`src/rtl/seg_scan_ctrl_if.sv`:
```
// Write port and display-drive signals of the four-digit 7-segment controller.
// The CPU I/O stage (or a bench) is the master; the controller is the slave.
interface seg_scan_ctrl_if;
   logic        wr_en;
   logic [15:0] wr_data;
   logic        wr_hex;
   logic        blank_lz;
   logic        busy;
   logic        ovf;
   logic [3:0]  an;
   logic [3:0]  digit_bcd;

   modport master (
      output wr_en, wr_data, wr_hex, blank_lz,
      input  busy, ovf, an, digit_bcd
   );

   modport slave (
      input  wr_en, wr_data, wr_hex, blank_lz,
      output busy, ovf, an, digit_bcd
   );
endinterface

```
`src/rtl/seg_scan_ctrl.sv`:
```
// Four-digit multiplexed 7-segment controller: binary-to-BCD shift-add-3
// conversion (or raw hex nibbles) committed atomically, then scanned one digit per slot.
module seg_scan_ctrl #(
   parameter int SCAN_DIV = 50000
) (
   input  logic          clk,
   input  logic          rst_n,
   seg_scan_ctrl_if.slave bus
);

   localparam int PW = (SCAN_DIV > 2) ? $clog2(SCAN_DIV) : 1;

   typedef enum logic [1:0] {IDLE, SHIFT, COMMIT} state_t;

   state_t        state;
   state_t        state_nxt;
   logic [15:0]   acc;
   logic [14:0]   acc_adj;
   logic [13:0]   sreg;
   logic [3:0]    cnt;
   logic          sat;
   logic          blz_r;
   logic [15:0]   disp;
   logic [15:0]   disp_nxt;
   logic          ovf_r;
   logic [PW-1:0] presc;
   logic [1:0]    idx;

   always_ff @(posedge clk or negedge rst_n) begin
      if (!rst_n) state <= IDLE;
      else        state <= state_nxt;
   end

   always_comb begin
      state_nxt = state;
      case (state)
         IDLE:    if (bus.wr_en) state_nxt = bus.wr_hex ? COMMIT : SHIFT;
         SHIFT:   if (cnt == 4'd1) state_nxt = COMMIT;
         COMMIT:  state_nxt = IDLE;
         default: state_nxt = IDLE;
      endcase
   end

   // The thousands nibble is at most 4 before any shift when the input is
   // capped at 9999, so only the lower three nibbles ever need the +3 fix.
   always_comb begin
      acc_adj = acc[14:0];
      for (int k = 0; k < 3; k++) begin
         if (acc[4*k +: 4] >= 4'd5) acc_adj[4*k +: 4] = acc[4*k +: 4] + 4'd3;
      end
   end

   always_comb begin
      disp_nxt = acc;
      if (blz_r && acc[15:12] == 4'd0) begin
         disp_nxt[15:12] = 4'hF;
         if (acc[11:8] == 4'd0) begin
            disp_nxt[11:8] = 4'hF;
            if (acc[7:4] == 4'd0) disp_nxt[7:4] = 4'hF;
         end
      end
   end

   always_ff @(posedge clk or negedge rst_n) begin
      if (!rst_n) begin
         acc   <= 16'd0;
         sreg  <= 14'd0;
         cnt   <= 4'd0;
         sat   <= 1'b0;
         blz_r <= 1'b0;
         disp  <= 16'hFFFF;
         ovf_r <= 1'b0;
      end else begin
         case (state)
            IDLE: begin
               if (bus.wr_en) begin
                  blz_r <= bus.blank_lz;
                  if (bus.wr_hex) begin
                     acc <= bus.wr_data;
                     sat <= 1'b0;
                  end else begin
                     acc <= 16'd0;
                     cnt <= 4'd14;
                     if (bus.wr_data > 16'd9999) begin
                        sreg <= 14'd9999;
                        sat  <= 1'b1;
                     end else begin
                        sreg <= bus.wr_data[13:0];
                        sat  <= 1'b0;
                     end
                  end
               end
            end
            SHIFT: begin
               acc  <= {acc_adj, sreg[13]};
               sreg <= {sreg[12:0], 1'b0};
               cnt  <= cnt - 4'd1;
            end
            COMMIT: begin
               disp  <= disp_nxt;
               ovf_r <= sat;
            end
            default: ;
         endcase
      end
   end

   // Scan timing runs freely and never looks at the conversion state.
   always_ff @(posedge clk or negedge rst_n) begin
      if (!rst_n) begin
         presc <= '0;
         idx   <= 2'd0;
      end else if (presc == PW'(SCAN_DIV - 1)) begin
         presc <= '0;
         idx   <= idx + 2'd1;
      end else begin
         presc <= presc + 1'b1;
      end
   end

   always_comb begin
      bus.digit_bcd = disp[3:0];
      case (idx)
         2'd0:    bus.digit_bcd = disp[3:0];
         2'd1:    bus.digit_bcd = disp[7:4];
         2'd2:    bus.digit_bcd = disp[11:8];
         default: bus.digit_bcd = disp[15:12];
      endcase
   end

   assign bus.an   = ~(4'b0001 << idx);
   assign bus.busy = (state != IDLE);
   assign bus.ovf  = ovf_r;

endmodule

```
`src/flat_wrapper.sv`:
```
// flat-port wrapper written by rule: the top's interface ports become plain ports
module seg_scan_ctrl_flat 
#(
   parameter int SCAN_DIV = 50000
)
  (clk, rst_n, bus_wr_en, bus_wr_data, bus_wr_hex, bus_blank_lz, bus_busy, bus_ovf, bus_an, bus_digit_bcd);
  seg_scan_ctrl_if bus_i ();
  input  logic clk;
  input  logic rst_n;
  input wire logic [$bits(bus_i.wr_en)-1:0] bus_wr_en;
  input wire logic [$bits(bus_i.wr_data)-1:0] bus_wr_data;
  input wire logic [$bits(bus_i.wr_hex)-1:0] bus_wr_hex;
  input wire logic [$bits(bus_i.blank_lz)-1:0] bus_blank_lz;
  output wire logic [$bits(bus_i.busy)-1:0] bus_busy;
  output wire logic [$bits(bus_i.ovf)-1:0] bus_ovf;
  output wire logic [$bits(bus_i.an)-1:0] bus_an;
  output wire logic [$bits(bus_i.digit_bcd)-1:0] bus_digit_bcd;
  assign bus_i.wr_en = bus_wr_en;
  assign bus_i.wr_data = bus_wr_data;
  assign bus_i.wr_hex = bus_wr_hex;
  assign bus_i.blank_lz = bus_blank_lz;
  assign bus_busy = bus_i.busy;
  assign bus_ovf = bus_i.ovf;
  assign bus_an = bus_i.an;
  assign bus_digit_bcd = bus_i.digit_bcd;
  seg_scan_ctrl #(.SCAN_DIV(SCAN_DIV)) u_core (.clk(clk), .rst_n(rst_n), .bus(bus_i));
endmodule
```
`config.mk`:
```
export PLATFORM = sky130hd
export DESIGN_NAME = seg_scan_ctrl_flat
export DESIGN_NICKNAME = d
export VERILOG_FILES = /design/src/rtl/seg_scan_ctrl_if.sv /design/src/rtl/seg_scan_ctrl.sv /design/src/flat_wrapper.sv
export SDC_FILE = /design/constraint.sdc
export NUM_CORES = 1
export LEC_CHECK = 0
export CAP_MARGIN = 20
export CORE_AREA = 8 8 91 93
export DETAILED_ROUTE_END_ITERATION = 8
export DIE_AREA = 0 0 99 101
export PLACE_DENSITY = 0.77
export SYNTH_ARGS = -nofsm -noshare
export SYNTH_HDL_FRONTEND = slang
export SYNTH_SLANG_ARGS = --single-unit
```
`constraint.sdc`:
```
create_clock -name clk -period 2.15 [get_ports clk]
set_input_delay 0.43 -clock clk [delete_from_list [all_inputs] [get_ports clk]]
set_output_delay 0.43 -clock clk [all_outputs]
set_load 0.01 [all_outputs]
```
---- Word level (Yosys, flattened, before mapping) ----
Index checks and enable logic that the tools add are counted.
storage, ports and cells
  memory bits (writable) .................. 0
  memories kept ........................... 0
  bits of input ports ..................... 21
  output and inout port bits .............. 10
  memory bits (read-only) ................. 0
  register bits ........................... 73
  bits in latches ......................... 0
  logic and storage cells ................. 67
cells by class
  multiplexer cells ....................... 24
  multipliers ............................. 0
  reduce and logical (&&, ||, !) cells .... 12
  add/subtract/negate cells ............... 6
  order comparisons ....................... 4
  bitwise gates (word level) .............. 1
  equal/unequal tests ..................... 9
  div/mod/pow operators ................... 0
  shifts and indexed selects .............. 1
operator list
  kind                     count
  $mux W16                 3
  $mux W14                 3
  $pmux W16 S2             1
  $pmux W14 S2             1
  $mux W4                  6
  $add A16 B1 Y16 const B  1
  $eq A16 B16 Y1 const B   1
  $gt A16 B14 Y1 const B   1
  $add A4 B2 Y4 const B    3
  $ge A4 B3 Y1 const B     3
  $logic_not A4 Y1         3
  $mux W12                 1
  $pmux W4 S3              1
  $mux W8                  1
  $pmux W4 S2              1
  $mux W2                  3
  $reduce_and A2 Y1        3
  $eq A2 B1 Y1 const B     2
  $eq A2 B2 Y1 const B     2
  $eq A4 B1 Y1 const B     1
  $logic_not A2 Y1         2
  $ne A2 B2 Y1 const B     2
  $not A4 Y4               1
  $pmux W2 S2              1
  other kinds (8)          10

---- Depth between registers and ports, before layout ----
  word-level depth ........................ 5
  gate-level depth with buffers ........... 7
  gate-level depth less buffers ........... 6

---- Worst setup path after synthesis ----
No wires, ideal clock.
  path kind ............................... register to output
  start point ............................. register u_core.idx[0]
  end point ............................... output port bus_digit_bcd[3]
  setup slack ............................. 551 ps
  cell stages (with the launch flop) ...... 5
  buffers on the path ..................... 0
  arrival time ............................ 1,169 ps
  data required time ...................... 1,720 ps
  cells stage by stage .................... dfrtp_1 inv_1 ha_1 a222oi_1 mux2i_1
between the ends
  cells in the longest elaborated chain, start to end .. 2
  elaborated cells on any way between the ends .. 4
  those cells by class .................... 2 x eq/ne; 1 x mux; 1 x reduce/logical
RTL lines
  what                                        line                  source
  start: declaration                          seg_scan_ctrl.sv:27   logic [1:0] idx;
  start signal: assignment                    seg_scan_ctrl.sv:115  idx <= idx + 2'd1;
  $eq A2 B2 Y1, or another cell as far along  seg_scan_ctrl.sv:123  case (idx)
  $pmux W4 S3 *                               seg_scan_ctrl.sv:123
  end: declaration                            flat_wrapper.sv:17    output wire logic [$bits(bus_i.digit_bcd)-1:0] bus_digit_bcd;
Mark *: on every way between the ends. The rest lies on a longest branch, timed or not.

---- Worst setup path after layout ----
  start point ............................. register u_core.idx[1]
  end point ............................... output port bus_digit_bcd[0]
Same word-level chain as after synthesis.

==> out/results.txt <==
Most used cells in the layout excluding fill and tap cells: sky130_fd_sc_hd__dfrtp_1 (57), sky130_fd_sc_hd__nand2_1 (31), sky130_fd_sc_hd__nor2_1 (28), sky130_fd_sc_hd__inv_1 (27), sky130_fd_sc_hd__clkdlybuf4s50_1 (24)
Remaining global-route overflow: 0
# fillers: 558
Tcrit/Tclk final: 0.985
Average footprint of a synthesized cell: 9.71 sq um
Post-synth EDFFs: 0
Pin count of the biggest net entering global routing: 54
Count of boundary I/O pins: 31
Core Box Area: 6940 sq um
Max_cap viols: 0
Count of non-filler cells in the finished layout: 522
CP Buf/Inv Count: 2
Class of the most critical hold timing path: input port to asynchronous set/reset pin
Leakage component of the power: 1.95 nW
Routability Congestion: 0.852
Routed wire length: 8870 um
Clock latency reported for the late side of the worst-skew pair: 350 ps
Top cell type's share of synthesized area: 0.374
Via count of the first global-routing pass: 3043
Worst path top cell family by delay: flip-flops
Area of placed instances: 4260 sq um
Syn Inst Count: 393
Share of flip-flops with an asynchronous set or reset after synthesis: 1.00
Clock Skew: 8.18 ps
Warnings, synthesis: 0
Rel. slew slack: 0.472
Count of clock tree sinks: 73
Setup Crit Path Kind: flop to output port
Area Growth Syn to Fin: 19.0%
TritonCTS clock tree: built
Endpoint class of the critical path: output port
Initial standard-cell utilization of the core: 0.549
Critical path peak fanout: 5
Total power per unit cell area: 1280 nW/um^2
Num CTS Buffers: 9
Timing-limited maximum frequency: 0.472 GHz
Critical Path, Cell by Cell: buf_6 -> ha_4 -> a222oi_1 -> mux2i_1 -> buf_2
Final critical path time including I/O delays and setup: 2120 ps
Final cell area excluding filler cells: 4540 sq um
Worst path required time: 1720 ps
Post-layout total power: 5.81 mW
Number of nets with antenna violations after detailed routing: 0
Outcome: completed
Number of violations reported at the end of detailed-routing iteration 0: 221
Post-synthesis cell type with the largest combined area: sky130_fd_sc_hd__dfrtp_1
Global-route usage over all layers: 0.187
Root Driver: sky130_fd_sc_hd__clkbuf_8
Number of antenna violations at the first check in global routing: 0
Number of levels in the clock H-tree: 3
Most common library cell in the layout ignoring fill and taps: sky130_fd_sc_hd__dfrtp_1
Clk slew on worst S/H paths: 80 ps
Buffer depth of the longest clock path: 2
Via count: 3096
Number of hold violations in the final report: 0
Final max-slew violation count: 0
Syn Nets: 428
Critical-path cell with the highest stage delay: sky130_fd_sc_hd__dfrtp_1
Detail-routed via count per cell: 5.93
DRT Pass-1 Iters: 6
Top flip-flop cell by instance count after synthesis: sky130_fd_sc_hd__dfrtp_1
Die span in y: 101 um
Setup repair after global routing missed its margin: true
Wire length of the first global-routing pass: 14800 um
Number of setup violations in the final report: 0
Flip-flop and latch count after synthesis: 73
# rows: 31
DRC Markers: 0
Fraction of final layout cells with drive strength greater than 1: 0.166
Number of port buffers: 30
DPL Wire Length: 6410 um
IR drop worst, VDD: 0.851 mV
Sequential cell area fraction in the yosys report: 0.484
Die ar.: 10000 sq um
Number of placed instances, taps included: 502
Mean routed wirelength per cell: 17.0 um
Biggest area contributors in the synthesized netlist: sky130_fd_sc_hd__dfrtp_1 (37%), sky130_fd_sc_hd__dfstp_2 (11%), sky130_fd_sc_hd__ha_1 (4.6%)
Nets: 470
Nature of the critical path startpoint: flop
Library cells used by synthesis: 56
Transition at the pin with the smallest max-transition slack: 792 ps
Mapped cell area: 3810 sq um
Ant. Diodes: 0
Stage delay of the slowest cell on the critical path: 400 ps
Die extent in x: 99 um
Data arrival at the endpoint of the critical path: 1690 ps
==> flip-flops by register name (all words and copies together) (netlist names) <==
| register | flops |
|---|---|
| u_core.state | 2 |
| u_core.presc | 16 |
| u_core.bus.ovf | 1 |
| u_core.cnt | 4 |
| u_core.disp | 16 |
| u_core.blz_r | 1 |
| u_core.idx | 2 |
| u_core.sreg | 14 |
| u_core.sat | 1 |
| u_core.acc | 16 |
==> cell families (layout without fill, tap and decap cells) <==
kind of cell,after synthesis,after routing,share of synthesized area
flip-flops,73,73,0.484
buffers and inverters,48,95,0.0512
AND/OR/NAND/NOR,128,128,0.181
AO/OA/AOI/OAI,103,103,0.172
adder cells (fa/ha/maj),14,14,0.0459
multiplexers,8,8,0.0223
XOR/XNOR,19,19,0.0436
==> path summary, 6_finish.rpt <==
| kind | start | to | slack, ps | cells after the start |
|---|---|---|---|---|
| hold reg to reg | u_core.sreg[9]$_DFFE_PN0P_ | u_core.sreg[9]$_DFFE_PN0P_ | 480 | 2 |
| min in group clk | u_core.sreg[9]$_DFFE_PN0P_ | u_core.sreg[9]$_DFFE_PN0P_ | 480 | 2 |
| setup / recovery | u_core.idx[1]$_DFFE_PN0N_ | bus_digit_bcd[0] | 30 | 5 |
| hold / removal | rst_n | u_core.presc[8]$_DFF_PN0_ | 40 | 1 |
| setup reg to reg | u_core.acc[5]$_DFFE_PN0P_ | u_core.acc[6]$_DFFE_PN0P_ | 360 | 6 |
| max in group asynchronous | rst_n | u_core.disp[11]$_DFFE_PN1N_ | 1420 | 2 |
==> synthesized netlist by cell type, types with 8 or more instances <==
cell / count
sky130_fd_sc_hd__o21ai_1: 20
sky130_fd_sc_hd__xnor2_1: 11
sky130_fd_sc_hd__inv_1: 28
sky130_fd_sc_hd__dfrtp_1: 57
sky130_fd_sc_hd__dfstp_2: 16
sky130_fd_sc_hd__nor3_1: 10
sky130_fd_sc_hd__nand2b_1: 11
sky130_fd_sc_hd__nand2_1: 31
sky130_fd_sc_hd__o21ai_0: 19
sky130_fd_sc_hd__nor2_1: 28
sky130_fd_sc_hd__buf_2: 12
sky130_fd_sc_hd__ha_1: 14
sky130_fd_sc_hd__a222oi_1: 8
sky130_fd_sc_hd__a21oi_1: 22
sky130_fd_sc_hd__xor2_1: 8
==> layer usage <==
metal | part of all wire | global-route usage | vias to the layer above
met5 | 0 | 0 | -
met4 | 0.029 | 0.0956 | 0
met3 | 0.045 | 0.0387 | 19
met2 | 0.45 | 0.287 | 82
met1 | 0.47 | 0.246 | 1515
li1 | - | - | 1480
==> final cells by class <==
cell class                      count  area (sq um)  share of cell area
Sequential cell                    73          1850               0.407
Multi-Input combinational cell    272          1790               0.395
Timing Repair Buffer               50           444              0.0979
Clock buffer                       11           141              0.0311
Inverter                           29           109              0.0240
Clock inverter                      5           103              0.0226
Tap cell                           82           103              0.0226
==> power by group <==
part           leakage [nW]  switching (mW)  internal, mW
combinational         0.957            1.16         0.948
sequential            0.878           0.419          1.97
clock                 0.120           0.505         0.801
==> through the flow <==
step / worst slack, ps / util / TNS (ps) / hold slack, ps
6_report: 32.3 / 0.654 / 0 / 37.4
5_1_grt: -77.0 / 0.654 / -130 / 58.8
4_1_cts: -10.3 / 0.652 / -10.3 / 38.4
3_5_place_dp: -64.2 / 0.614 / -70.1 / 417
3_3_place_gp: 72.9 / 0.614 / 0 / 409
2_1_floorplan: 551 / - / 0 / 134
==> what timing repair did <==
action                     in CTS  in global routing
resized for setup              18                  4
setup endpoints to repair       6                  6
setup buffers                   3                  1
hold buffers                    0                  0
pin swaps                       3                  2
gates cloned                    0                  0
(Power assumes the default switching activity.)
